--- config.mk ---
export PLATFORM = sky130hd
export DESIGN_NAME = pending_encoder16to4
export DESIGN_NICKNAME = d
export VERILOG_FILES = /design/src/rtl/pending_encoder16to4.sv
export SDC_FILE = /design/constraint.sdc
export NUM_CORES = 1
export LEC_CHECK = 0
export CORE_UTILIZATION = 50
export CTS_CLUSTER_SIZE = 14
export DETAILED_ROUTE_END_ITERATION = 12
export PLACE_DENSITY = 0.83
export SETUP_SLACK_MARGIN = 0.3
export SYNTH_ARGS = -nofsm -noshare
export SYNTH_HDL_FRONTEND = slang
export SYNTH_SLANG_ARGS = --single-unit
--- constraint.sdc ---
create_clock -name clk -period 2.6 [get_ports clk]
set_input_delay 0.78 -clock clk [delete_from_list [all_inputs] [get_ports clk]]
set_output_delay 0.78 -clock clk [all_outputs]
set_load 0.005 [all_outputs]
--- src/rtl/pending_encoder16to4.sv ---
// ============================================================================
// Module   : pending_encoder16to4
// Brief    : Drains a multi-hot request vector one set bit per beat, emitting
//            each bit index on a valid/ready stream. Optional empty beat for
//            zero vectors is enabled by defining ENC_EMPTY_BEAT_EN.
// Revision : 1.0 - initial release
// ============================================================================
`default_nettype none

module pending_encoder16to4 #(
    parameter int N       = 16,
    parameter int IDX_W   = 4,
    parameter int DESCEND = 0
) (
    input  logic             clk,
    input  logic             rst_n,
    input  logic             in_valid,
    output logic             in_ready,
    input  logic [N-1:0]     in_vec,
    output logic             out_valid,
    input  logic             out_ready,
    output logic [IDX_W-1:0] out_idx,
    output logic             out_last,
    output logic             out_empty,
    output logic             busy
);

    localparam logic [1:0] c_IDLE  = 2'd0;
    localparam logic [1:0] c_DRAIN = 2'd1;
`ifdef ENC_EMPTY_BEAT_EN
    localparam logic [1:0] c_EMPTY = 2'd2;
`endif

    logic [1:0]       r_state;
    logic [N-1:0]     r_pending;
    logic [1:0]       w_state_nxt;
    logic [N-1:0]     w_pending_nxt;
    logic [IDX_W-1:0] w_sel_idx;
    logic [N-1:0]     w_sel_mask;
    logic             w_one_hot;

    // Priority pick from the pending register only; the last match in loop order wins.
    always_comb begin
        w_sel_idx = '0;
        if (DESCEND != 0) begin
            for (int i = 0; i < N; i++) begin
                if (r_pending[i]) w_sel_idx = IDX_W'(i);
            end
        end else begin
            for (int i = N - 1; i >= 0; i--) begin
                if (r_pending[i]) w_sel_idx = IDX_W'(i);
            end
        end
    end

    assign w_sel_mask = {{(N-1){1'b0}}, 1'b1} << w_sel_idx;
    assign w_one_hot  = (r_pending != '0) && ((r_pending & (r_pending - N'(1))) == '0);

    always_ff @(posedge clk) begin
        if (!rst_n) begin
            r_state   <= c_IDLE;
            r_pending <= '0;
        end else begin
            r_state   <= w_state_nxt;
            r_pending <= w_pending_nxt;
        end
    end

    always_comb begin
        w_state_nxt   = r_state;
        w_pending_nxt = r_pending;
        case (r_state)
            c_IDLE: begin
                if (in_valid) begin
                    if (in_vec != '0) begin
                        w_pending_nxt = in_vec;
                        w_state_nxt   = c_DRAIN;
                    end
`ifdef ENC_EMPTY_BEAT_EN
                    else begin
                        w_state_nxt = c_EMPTY;
                    end
`endif
                end
            end
            c_DRAIN: begin
                if (out_ready) begin
                    w_pending_nxt = r_pending & ~w_sel_mask;
                    if (w_one_hot) w_state_nxt = c_IDLE;
                end
            end
`ifdef ENC_EMPTY_BEAT_EN
            c_EMPTY: begin
                if (out_ready) w_state_nxt = c_IDLE;
            end
`endif
            default: begin
                w_state_nxt   = c_IDLE;
                w_pending_nxt = '0;
            end
        endcase
    end

    // All stream outputs are functions of registered state, never of inputs.
    assign in_ready = (r_state == c_IDLE);
    assign busy     = (r_state != c_IDLE);

`ifdef ENC_EMPTY_BEAT_EN
    assign out_valid = (r_state == c_DRAIN) || (r_state == c_EMPTY);
    assign out_empty = (r_state == c_EMPTY);
    assign out_last  = ((r_state == c_DRAIN) && w_one_hot) || (r_state == c_EMPTY);
`else
    assign out_valid = (r_state == c_DRAIN);
    assign out_empty = 1'b0;
    assign out_last  = (r_state == c_DRAIN) && w_one_hot;
`endif
    assign out_idx = (r_state == c_DRAIN) ? w_sel_idx : '0;

endmodule

`default_nettype wire

==> results, run 1 <==
- The number of nets in the synthesized netlist is 190.
- The stage at which the flow ended is global routing.
- For this design, the sink count on the clock tree is 17.
- The floorplan step set the die height to about 53 um.
- The share of flip-flops with an asynchronous set or reset is 0.
- After synthesis, the cell types taking the most area are dfxtp_1, o211ai_1, nand2b_1, a31oi_1, nor2_1.
- Buffers placed on the I/O ports in this run total 27.
- In the synthesized netlist the dominant register cell turns out to be dfxtp_1.
- The I/O pin count is 29.
- The floorplan row count is 18.
- After synthesis, the mean cell area works out to 7.72 um2.
- The root buffer cell is clkbuf_4.
- Once placement completed, the tool counted placed cells totaling 266.
- The Yosys warning count is 0.
- The number of distinct library cells after synthesis is 47.
- The flow did not finish.
- After the last repair the worst path ends at an output port.
- The cell taking the most area after synthesis is dfxtp_1.
- The die width is 53.2 um.
- The total CTS buffers is 3.
- The largest net degree at the start of global routing is 19.
- The H-tree depth reported by CTS is 1.
- The worst setup slack before clock tree synthesis is -0.236 ns.
- Once detailed placement completed, the half-perimeter wirelength came to 3900 um.
- Counting flops and latches in the post-synthesis netlist gives 17.
- Yosys mapped a number of flops with a built-in enable equal to 0.
- Buffers inserted to repair hold after CTS numbered 0.
- The global placement routability congestion is between 0.9 and 1.
- The initial core utilization is 0.530.
- The share of synthesized area occupied by flip-flops and latches is 0.259.
- The first error in the log reads "[ERROR DPL-0038] Utilization greater than 100%, impossible to legalize".
- Once global-route timing repair stopped, the endpoint with the least setup slack was out_last.
- Counting along the longest clock path gives a buffer depth of 2.
- The share of Yosys cell area claimed by the top area cell type is 0.259.
- The cell area that synthesis handed to floorplanning was roughly 1300 um2.
- The cell count after synthesis came out at 170.
logic make-up after synthesis:
family | count (synthesis) | share of synthesized area
and+or+nand+nor | 66 | 0.280
AOI/OAI and AO/OA | 62 | 0.348
other | 1 | 0.00286
muxes | 4 | 0.0334
buffers and inverters | 20 | 0.0763
DFF | 17 | 0.259
what timing repair did:
| action | in CTS |
|---|---|
| gates resized for setup | 77 |
| setup buffers | 14 |
| endpoints found under the setup margin | 14 |
| pin swaps | 25 |
stage by stage:
step / hold slack (ns) / cell area, um2
after floorplan: 0.555 / 1340
after global placement: 0.673 / 1970
after detailed placement: 0.694 / 1970
after CTS: 0.719 / 2280
cells in the mapped netlist (3+ instances only):
library cell   n
a21oi_1        9
a31oi_1       10
a41oi_1        5
and3_1         3
buf_4          4
clkbuf_1       6
dfxtp_1       17
inv_1          7
mux2_2         3
nand2_1       10
nand2b_1      12
nor2_1        14
nor3_1         7
nor4_1         6
o211ai_1      11
o21ai_0        7
o31ai_1        3
==> inputs of run 2 (changes only) <==
==> config.mk (replaced) <==
export PLATFORM = sky130hd
export DESIGN_NAME = pending_encoder16to4
export DESIGN_NICKNAME = d
export VERILOG_FILES = /design/src/rtl/pending_encoder16to4.sv
export SDC_FILE = /design/constraint.sdc
export NUM_CORES = 1
export LEC_CHECK = 0
export CORE_AREA = 2 2 63 65
export DETAILED_ROUTE_END_ITERATION = 12
export DIE_AREA = 0 0 65 67
export PLACE_DENSITY_LB_ADDON = 0.15
export SYNTH_ARGS = -nofsm -noshare
export SYNTH_HDL_FRONTEND = slang
export SYNTH_SLANG_ARGS = --single-unit
==> run 2 against run 1 <==
  * The flow now finishes, with violations (negative setup slack)
  * Synthesized cell count unchanged
  * Synthesized area did not move
==> results, run 2 <==
- Of the available clock period, the critical path in the final layout requires 1.06.
- The mean instance size in the synthesized netlist is 7.72 um2.
- Across every metal layer, demand over resource in global routing totals 0.247.
- The number of max-cap violations is 0.
- At the placement stage, the worst setup path has a slack of -0.245 ns.
- The total CTS buffers is 3.
- After synthesis, the cell types taking the most area are dfxtp_1, o211ai_1, nand2b_1, a31oi_1, nor2_1.
- The worst-skew pair later-pin latency is approximately 0.26 ns.
- Entering global routing, the biggest net connects 19 pins.
- The sink count of the clock tree is 17.
- Across the routed clock network, the largest skew measured is 0.00123 ns.
- The die is 65 um wide.
- The commonest cells after synthesis are dfxtp_1, nor2_1, nand2b_1.
- The cell area power density is ~500 nW/um2.
- The initial detailed-routing violation count is 102.
- Among all cell types in the netlist, the one instantiated most often is dfxtp_1.
- The pre-antenna-repair detailed-routing pass consisted of 4 iterations.
- In this run, placement finished with an instance count of 282.
- Counting every instance in the synthesized netlist gives 170.
- During synthesis, Yosys emitted a total of 0 warnings.
- Counting distinct cell types in the post-synthesis netlist gives 47.
- The first global-routing pass estimated 8150 um of wire.
- In this run the clock root is driven by a clkbuf_8.
- The most used flip-flop cell after synthesis is dfxtp_1.
- The finished layout holds 300 standard cells, fillers aside.
- The number of register bits inferred by synthesis is 17.
- The smallest clock period supported by the final layout is computed as around 2.8 ns.
- The die is 67 um tall.
- The core region is 3610 um2.
- The largest registers in the layout are r_pending (16), r_state (1).
- Yosys mapped a number of flops with a built-in enable equal to 0.
- The number of nets in the synthesized netlist is 190.
- The initial core utilization is 0.364.
- Using the TritonRoute via totals, the vias-per-cell ratio works out to 5.70.
- Setup violations remaining at the end of the flow were counted as 4.
- Headroom to the max-slew limit came out at 0.552.
- The maximum buffer depth of the clock tree is 2.
- For the worst setup path, the data arrival time is 1.98 ns.
- TritonCTS built the clock tree.
- The count of pins over their slew limit is 0.
- The die covers 4360 um2.
- The share of flip-flops with an asynchronous set or reset is 0.
- IR analysis of the VDD net gives a maximum drop of 0.241 mV.
- In this run the worst path has a maximum fanout of 4.
- The H-tree depth reported by CTS is 1.
- The register with the most flip-flops in the layout has 16 of them.
- Summed over all layers, the routed wires come to approximately 5000 um.
- The final count of hold timing violations came to 0.
- In the layout the commonest cells are buf_4, clkdlybuf4s50_1, dfxtp_1, nand2b_1, o211ai_1.
- Setup repair after global routing could not meet its margin everywhere.
- The setup path with the least slack is of type reg -> out.
- The worst setup path is captured at a primary output.
- The kind of start point of the critical path is a flip-flop.
- The HPWL after detailed placement is 3490 um.
- At the worst endpoint, the required time is roughly 1.8 ns.
- From synthesis to final layout, the design area changed by 72.1%.
- The share of cells above drive strength 1 is 0.425.
- The share of Yosys cell area claimed by the top area cell type is 0.259.
- After layout, the worst setup slack is -0.163 ns.
- Counting flops per register, the top entry is r_pending.
- The library cell used most frequently in the layout, excluding fill and tap cells, is buf_4.
- The run finished, with violations left.
- At the pin with the least slew margin, the transition time is 0.670 ns.
- The via total after detailed routing is roughly 1700.
- The via count of the first global-routing pass is about 1600.
- The checks that failed: negative setup slack.
- After detailed routing, the average wire length per cell comes to 16.6 um.
- The depth of the worst register-to-register path is 16.
- For this run, design rule violations remaining after detail routing come to 0.
- Summed over all layers, the global routing overflow is 0.
- After clock tree synthesis, the clock-pin slew on the worst setup and hold paths is 0.07 ns.
- The cell taking the most area after synthesis is dfxtp_1.
- The path class of the tightest hold or removal check is reg -> reg.
- The global placement routability congestion is a little over 0.9.
- The summed instance area of the synthesized netlist is 1310 um2.
- The fmax is 0.362 GHz.
- The initial antenna violation count is 0.
- Counting instances, the worst hold path has a depth of 3.
- The antenna violation net count after detailed routing is 0.
- The number of antenna diodes in the final layout is 0.
- After floorplanning, the core was divided into 22 placement rows.
- The share of synthesized area occupied by flip-flops and latches is 0.259.
- The count of port buffers added during placement is 27.
- The static leakage is 0.944 nW.
- The net total in the final layout is 273.
- The I/O pin count is 29.
-- run 2: cell counts after synthesis --
No cell type changed its count.
-- run 2: per-stage QoR --
stage | utilization | area (um2) | hold slack (ns) | TNS, ns | total power (W)
CTS | 0.606 | 2180 | 0.672 | -0.245 | 0.00107
global placement | 0.545 | 1960 | 0.659 | -1.11 | 0.000780
detailed placement | 0.545 | 1960 | 0.660 | -1.72 | 0.000786
floorplan | - | 1310 | 0.595 | 0 | 0.000549
global route | 0.626 | 2260 | 0.722 | -0.760 | 0.00118
finish | 0.626 | 2260 | 0.670 | -0.385 | 0.00112
-- run 2: kinds of logic after synthesis --
logic type | share of synthesized area
and+or+nand+nor | 0.280
AOI/OAI and AO/OA | 0.348
buffers and inverters | 0.0763
DFF | 0.259
muxes | 0.0334
other | 0.00286
-- run 2: worst max-delay path, stage by stage, from the launching register on --
cell      delay, ns
dfxtp_2        0.33
nor4_2         0.24
buf_4          0.17
nand2_2        0.05
o32a_1         0.35
a311oi_2       0.28
and3_1         0.19
buf_2          0.11
-- run 2: cell type report --
class | instances | area (um2)
clock inverters | 1 | 5.00
well taps | 48 | 60.1
inverters | 7 | 26.3
fillers | 307 | 1350
repair buffers | 91 | 753
clock buffers | 3 | 41.3
multi-input cells | 133 | 1020
flip-flops and latches | 17 | 348
-- run 2: path summary, 6_finish.rpt --
kind	slack, ns	start	to
worst max-delay path	-0.16	r_pending[7]$_SDFFE_PN0P_	out_last
worst min-delay path	0.67	r_state[0]$_SDFFE_PN0P_	r_pending[3]$_SDFFE_PN0P_
worst max register to register	-0.11	r_pending[8]$_SDFFE_PN0P_	r_pending[13]$_SDFFE_PN0P_
worst min register to register	0.67	r_state[0]$_SDFFE_PN0P_	r_pending[3]$_SDFFE_PN0P_
-- run 2: report_power, final --
group	total, W	internal (W)	switching [W]
registers	0.000306	0.000283	0.0000229
logic	0.000610	0.000327	0.000283
clock network	0.000208	0.000107	0.000102
-- run 2: what timing repair did --
item / 4_1_cts / 5_1_grt
pin swaps: 8 / 11
resized for setup: 23 / 19
hold endpoints to repair: 0 / 0
hold buffers: 0 / 0
buffers inserted: 13 / 1
setup endpoints to repair: 5 / 8
-- run 2: metal layers --
layer	share of wire	track usage	wire length, um
met1	0.44	0.323	2180
met2	0.50	0.410	2480
met4	0.026	0.0957	131
met3	0.035	0.0321	175
met5	0	0	0
Power figures use the tool's default switching activity.
==> inputs of run 3 (changes only) <==
==> constraint.sdc (replaced) <==
create_clock -name clk -period 2.92 [get_ports clk]
set_input_delay 0.438 -clock clk [delete_from_list [all_inputs] [get_ports clk]]
set_output_delay 0.438 -clock clk [all_outputs]
set_load 0.005 [all_outputs]
==> run 3 against run 2 <==
  * The run now ends clean
  * Clock skew grew 0.0061 ns
  * Wire length shrank 15%
  * Setup slack gained 0.25 ns
  * Clock power shrank 11%
  * Final area shrank 24%
  * Clock-buffer cell count grew 1
  * Critical path depth shrank 1
  * Largest power group unchanged
  * Critical endpoint unchanged
  * Non-clock buffer count shrank 54
  * Sequential cell count is the same
==> results, run 3 (synthesis results as in run 2) <==
- The shortest clock period the worst path allows after layout is ~2.8 ns.
- Port buffering added 27 buffers.
- The arrival time of the worst setup path is 2.40 ns.
- The internal power consumption is 0.000510 W.
- The worst setup margin is 0.0855 ns.
- In the routed design, unresolved DRC markers number 0.
- The net total in the final layout is ~220.
- The area of the multi-input gates is 891 um2.
- The clock network fraction of total power is 0.230.
- Entering global routing, the biggest net connects 21 pins.
- The placed wire-length estimate is approximately 3100 um.
- The largest delay contributor family on the critical path is simple AND/OR/NAND/NOR gates.
- The core region is 3610 um2.
- The via count of the first global-routing pass came to 1343.
- The die width is 65 um.
- 29 I/O pins were placed.
- The global placement routability congestion is approximately 0.94.
- The type of the setup path with the least slack is reg -> out.
- The maximum fanout along the worst path is 7.
- The number of max-cap violations is 0.
- The mean routed wirelength per cell is around 17 um.
- The number of flip-flops under the largest register name is 16.
- The final hold slack is 0.625 ns.
- The flow ran to the end, and the final reports show no timing, DRC or antenna violations.
- Counting tap cells, the placed design contains a total of 240 instances.
- For this design, the CTS-stage hold fixing added 0 buffers.
- The sequential cells in the finished layout cover a total of 347 um2.
- The worst pin sits at a relative slew slack of 0.470.
- Based on the critical path, the design can be clocked at up to 0.353 GHz.
- The count of cells in the finished layout, fillers not included, comes to 246.
- The detailed router finished its first iteration with between 100 and 150 violations.
- The share of cells above drive strength 1 is 0.172.
- The number of vias per cell after detailed routing is about 6.0.
- For this run, the total global-route usage over all layers was measured as 0.204.
- The initial antenna violation count is 0.
- Summed over all cells, the static leakage comes to 0.615 nW.
- The sink count of the clock tree is 17.
- The largest registers in the layout are r_pending (16), r_state (1).
- After detailed routing, the total wire length is around 4200 um.
- Once detail routing completed, the nets flagged for antenna violations numbered 0.
- Ranked by flip-flop count, first place goes to r_pending.
- The worst setup path is captured at a primary output.
- The transition time at the pin with the least slew margin is 0.788 ns.
- Data on the critical path is required at its endpoint by 2.48 ns.
- Setup violations remaining at the end of the flow were counted as 0.
- The slowest stage of the critical path belongs to the cell clkdlybuf4s50_1.
- At the later pin of the worst-skew pair, clock insertion delay measures about 0.26 ns.
- The total iterations of the first detailed-routing run is 4.
- The clock-pin slew of the registers on the worst-case setup and hold paths is 0.08 ns.
- The post-route total power is 0.000808 W.
- For this run, the slowest stage of the critical path takes 0.49 ns.
- In this run the power spent charging and discharging nets is 0.000298 W.
- The top cell types in the final layout, fill and taps aside, are clkdlybuf4s50_1, nor2_1, nand2b_1, dfxtp_1, o211ai_1.
- Together, buffers and inverters on the worst path number 1.
- The H-tree depth reported by CTS is 1.
- Dividing total power by cell area gives a power density of 471 nW/um2.
- The floorplan die height is 67 um.
- In this run the deepest clock path goes through 2 buffers.
- The min-delay analysis places its worst path in the category reg -> reg.
- The share of total power dissipated in sequential elements is 0.360.
- The finished cells cover approximately 1700 um2.
- Of the total power, combinational logic draws 0.410.
- The floorplan step defined a die boundary enclosing 4360 um2.
- The peak supply drop is 0.159 mV.
- The fraction of the cycle the final worst path needs is 0.971.
- The initial utilization of the core area, before any placement, comes to 0.364.
- The worst setup path is launched from a flip-flop.
- TritonCTS built the clock tree.
- The signal on the critical path passes through nor4_4, nand2_2, o32a_1, a311oi_2, and3_1, clkdlybuf4s50_1.
- The library cell used most frequently in the layout, excluding fill and tap cells, is clkdlybuf4s50_1.
- The total congestion overflow after global routing is 0.
- The final count of hold timing violations is 0.
- Counting the buffers created by CTS gives 3.
- The count of fill cells added during filler insertion is around 370.
- The maximum clock skew at final layout is 0.00731 ns.
- After floorplanning, the core was divided into 22 placement rows.
- From synthesis to final layout, the design area changed by 30.6%.
- Of the total power, the share spent switching nets is 0.369.
- The cell area reported after detailed placement is 1640 um2.
- The via total after detailed routing is 1477.
- The number of antenna repair diodes is 0.
- CTS placed an instance of clkbuf_8 at the clock tree root.
- The worst setup slack before clock tree synthesis is 0.231 ns.
- The count of pins over their slew limit was 0.
- The wire length of the first global-routing pass is 6840 um.
## run 3: layout make-up
cell class | instances | area share
Tap cell | 48 | 0.0350
Sequential cell | 17 | 0.202
Inverter | 7 | 0.0153
Timing Repair Buffer | 37 | 0.201
Multi-Input combinational cell | 133 | 0.520
Clock buffer | 4 | 0.0263
## run 3: worst paths after layout
path / endpoint / from / slack, ns / cells past startpoint
max: out_last / r_pending[6]$_SDFFE_PN0P_ / 0.09 / 6
min: r_pending[1]$_SDFFE_PN0P_ / r_pending[1]$_SDFFE_PN0P_ / 0.63 / 1
min reg2reg: r_pending[1]$_SDFFE_PN0P_ / r_pending[1]$_SDFFE_PN0P_ / 0.63 / 1
max reg2reg: r_pending[11]$_SDFFE_PN0P_ / r_pending[13]$_SDFFE_PN0P_ / 0.85 / 5
## run 3: what timing repair did
item	4_1_cts	5_1_grt
resized for setup	1	6
hold endpoints to repair	0	0
pin swaps	0	2
setup buffers	0	2
setup endpoints to repair	1	2
cloned	0	0
## run 3: worst register-to-register path, stage by stage, from the launching register on
cell and delay, ns:
dfxtp_1 0.36, buf_4 0.17, o31ai_1 0.33, a2111oi_2 0.19, nor3_1 0.68, a31oi_1 0.20
## run 3: per-stage QoR
step            util  TNS, ns
2_1_floorplan      -        0
3_3_place_gp   0.454        0
3_5_place_dp   0.454        0
4_1_cts        0.469        0
5_1_grt        0.475  -0.0239
6_report       0.475        0
## run 3: routing by layer
| metal | routed length, um | GRT usage | vias up | share of wire |
|---|---|---|---|---|
| li1 | - | - | 706 | - |
| met4 | 46 | 0.0612 | 0 | 0.011 |
| met5 | 0 | 0 | - | 0 |
| met3 | 251 | 0.0253 | 6 | 0.059 |
| met1 | 1930 | 0.290 | 695 | 0.46 |
| met2 | 1990 | 0.320 | 70 | 0.47 |
## run 3: power by group through the flow
stage	Clock, W	Combinational [W]	Sequential, W
6_report	0.000186	0.000331	0.000291
5_1_grt	0.000201	0.000358	0.000295
4_1_cts	0.000187	0.000315	0.000288
3_5_place_dp	0	0.000312	0.000291
3_3_place_gp	0	0.000312	0.000291
2_1_floorplan	0	0.000210	0.000279
==> inputs of run 4 (changes only) <==
--- a/config.mk
+++ b/config.mk
@@ -9,6 +9,7 @@
 export DETAILED_ROUTE_END_ITERATION = 12
 export DIE_AREA = 0 0 65 67
 export PLACE_DENSITY_LB_ADDON = 0.15
+export REMOVE_ABC_BUFFERS = 1
 export SYNTH_ARGS = -nofsm -noshare
 export SYNTH_HDL_FRONTEND = slang
 export SYNTH_SLANG_ARGS = --single-unit
==> run 4 against run 3 <==
  * Clock-buffer cell count down 1
  * Wire length up 9.3%
  * Final area up 0.22%
  * Critical path depth unchanged
  * Maximum frequency up 0.99%
  * Sequential power about the same
  * Register-to-register slack worse by 0.05 ns
  * Critical endpoint unchanged
  * Largest power group unchanged
==> results, run 4 (synthesis results as in run 2) <==
- Clock skew on the completed layout was measured at 0.00175 ns.
- Registers take 349 um2.
- The routed design uses 2350 um of met2 wire.
- The signal on the critical path passes through or2_2, nor3_1, nor3_1, o32ai_1, and3_1, clkdlybuf4s50_1.
- The count of nets left with antenna violations once routing finished came out at 0.
- The met3 layer wire length in the routed design is between 300 and 400 um.
- The routed design has 4610 um of wire.
- The root buffer cell chosen for the clock tree is clkbuf_8.
- The area of the multi-input gates is 891 um2.
- The transition time at the pin with the least slew margin is 0.800 ns.
- Leaving out fill and tap cells, the most frequent cell in the layout is clkdlybuf4s50_1.
- In this run, the number of DRC markers left after iteration 0 of detailed routing was 133.
- The initial antenna violation count is 0.
- The arrival time of the worst setup path is between 2 and 2.5 ns.
- Row generation in the floorplan step produced 22 rows.
- Pin placement for this block handled 29 I/O pins.
- The mean routed wirelength per cell is 18.7 um.
- For this run the aggregate overflow at the end of global routing stands at 0.
- Input and output buffers added on the ports amount to 27.
- The detailed router placed 1498 vias in this run.
- The shortest clock period the worst path allows after layout is 2.81 ns.
- The number of buffers added to fix hold violations after cts is 0.
- The placed wire-length estimate is about 3400 um.
- By instance count, the cell type seen most on the critical path is nor3_1.
- In this run the worst hold path is classified as reg -> reg.
- The H-tree depth reported by CTS is 1.
- The die width is 65 um.
- The library cells used most frequently in the layout, excluding fill and tap cells, are clkdlybuf4s50_1, nor2_1, nand2b_1, dfxtp_1, o211ai_1.
- The die area is 4360 um2.
- Across the run, the number of max-cap violations was 0.
- The register with the most flip-flops in the layout has 16 of them.
- The worst setup margin is approximately 0.11 ns.
- TritonCTS built the clock tree.
- Measured against its own limit, the worst slew margin works out to 0.462.
- By startpoint and endpoint, the worst setup path is classified as reg -> out.
- The total CTS buffers is 3.
- Routability-driven placement finished with a final weighted congestion of 0.893.
- The count of pins over their slew limit is 0.
- At the end of the flow the core is filled with cells to 0.476.
- The total iterations of the first detailed-routing run is 4.
- The first global-routing pass estimated 7280 um of wire.
- Setup repair after global routing left no endpoint under its margin.
- The required time at the endpoint of the critical path is 2.48 ns.
- The cell area power density is between 400 and 500 nW/um2.
- The initial utilization of the core area, before any placement, comes to 0.364.
- The placeable core region is 3610 um2.
- The total routing usage reported by global routing is 0.223.
- The peak supply drop is 0.193 mV.
- The stage delay of the slowest cell on the critical path is 0.50 ns.
- The number of antenna repair diodes is 0.
- On the critical path, the stage with the largest delay is an instance of clkdlybuf4s50_1.
- The detailed router put a total of 1850 um of wire on met1.
- The accumulated negative setup slack is 0 ns.
- The final count of hold timing violations is 0.
- Of the cells placed in the final design, the portion with a size suffix greater than 1 is 0.177.
- The via count of the first global-routing pass was 1436.
- In this run the cell area measured after placement is 1640 um2.
- The largest net degree at the start of global routing is 20.
- STA classifies the critical path endpoint as a primary output.
- Static timing analysis puts the maximum clock frequency at 0.356 GHz.
- Setup violations remaining at the end of the flow were counted as 0.
- Counting every sink on the clock net gives 17.
- The count of fill cells added during filler insertion is ~360.
- The area overhead of the layout relative to synthesis is 30.9%.
- At the later pin of the worst-skew pair, clock insertion delay measures about 0.27 ns.
- The highest layer touched by signal routing is met4.
- The net total in the final layout is 219.
- Summing internal, switching and leakage power gives 0.000818 W.
- The floorplan die height is 67 um.
- The largest registers in the layout are r_pending (16), r_state (1).
- The worst setup slack before clock tree synthesis is roughly 0.21 ns.
- The worst setup path is launched from a flip-flop.
- The finished cells cover 1720 um2.
- The register containing the most flip-flops in the final layout is r_pending.
- Clock-pin slew was measured on the worst setup and hold paths at 0.08 ns.
- Of the available clock period, the critical path in the final layout requires 0.961.
- The flow ran to the end, and the final reports show no timing, DRC or antenna violations.
- For this run, design rule violations remaining after detail routing come to 0.
- For this design the static power due to leakage is 0.618 nW.
- The number of vias per cell after detailed routing is 6.09.
- The maximum buffer depth of the clock tree is 2.
- Of all nets on the critical path, the largest fanout is 8.
-- run 4: changes by cell type in the layout (fill, tap and decap cells not counted) --
cell / change
clkbuf_1: -1
clkinv_2: +1
dfxtp_2: -1
dfxtp_4: +1
-- run 4: worst paths after layout --
| path | startpoint | depth (start not counted) | slack (ns) | endpoint |
|---|---|---|---|---|
| worst max-delay path | r_pending[0]$_SDFFE_PN0P_ | 6 | 0.11 | out_last |
| worst min-delay path | r_pending[7]$_SDFFE_PN0P_ | 2 | 0.63 | r_pending[7]$_SDFFE_PN0P_ |
| worst max register to register | r_pending[13]$_SDFFE_PN0P_ | 5 | 0.80 | r_pending[15]$_SDFFE_PN0P_ |
| worst min register to register | r_pending[7]$_SDFFE_PN0P_ | 2 | 0.63 | r_pending[7]$_SDFFE_PN0P_ |
-- run 4: repair_timing --
item,4_1_cts,5_1_grt
pin swaps,1,4
gates cloned,0,0
buffers inserted,0,2
endpoints found under the setup margin,1,2
resized for setup,1,7
-- run 4: power breakdown --
| group | total (W) | internal, W | switching [W] | leakage, nW |
|---|---|---|---|---|
| Combinational | 0.000333 | 0.000160 | 0.000173 | 0.450 |
| Clock | 0.000194 | 0.0000953 | 0.0000990 | 0.0255 |
| Sequential | 0.000290 | 0.000252 | 0.0000380 | 0.143 |
| Total | 0.000818 | 0.000508 | 0.000310 | 0.618 |
-- run 4: metrics by stage --
| step | hold slack, ns | std cells |
|---|---|---|
| 2_1_floorplan | 0.554 | 157 |
| 5_1_grt | 0.680 | 246 |
| 4_1_cts | 0.663 | 244 |
| 3_5_place_dp | 0.642 | 240 |
| 6_report | 0.626 | 246 |
| 3_3_place_gp | 0.651 | 240 |
-- run 4: layer usage --
layer  vias up  GRT usage
li1        708          -
met3         9     0.0253
met5         -          0
met1       715      0.274
met2        66      0.396
met4         0     0.0851
-- run 4: layout make-up --
class / count / share of cell area
clock buffer: 3 / 0.0240
tap: 48 / 0.0350
sequential: 17 / 0.203
clock inverter: 1 / 0.00291
timing repair buffer: 37 / 0.201
multi-input combinational: 133 / 0.519
inverter: 7 / 0.0153
-- run 4: critical path, delay by kind of cell, from the launching register on --
kind	cells	cell delay (ns)
buf+inv	1	0.50
compound gates	1	0.32
flops	1	0.42
simple gates	4	0.85
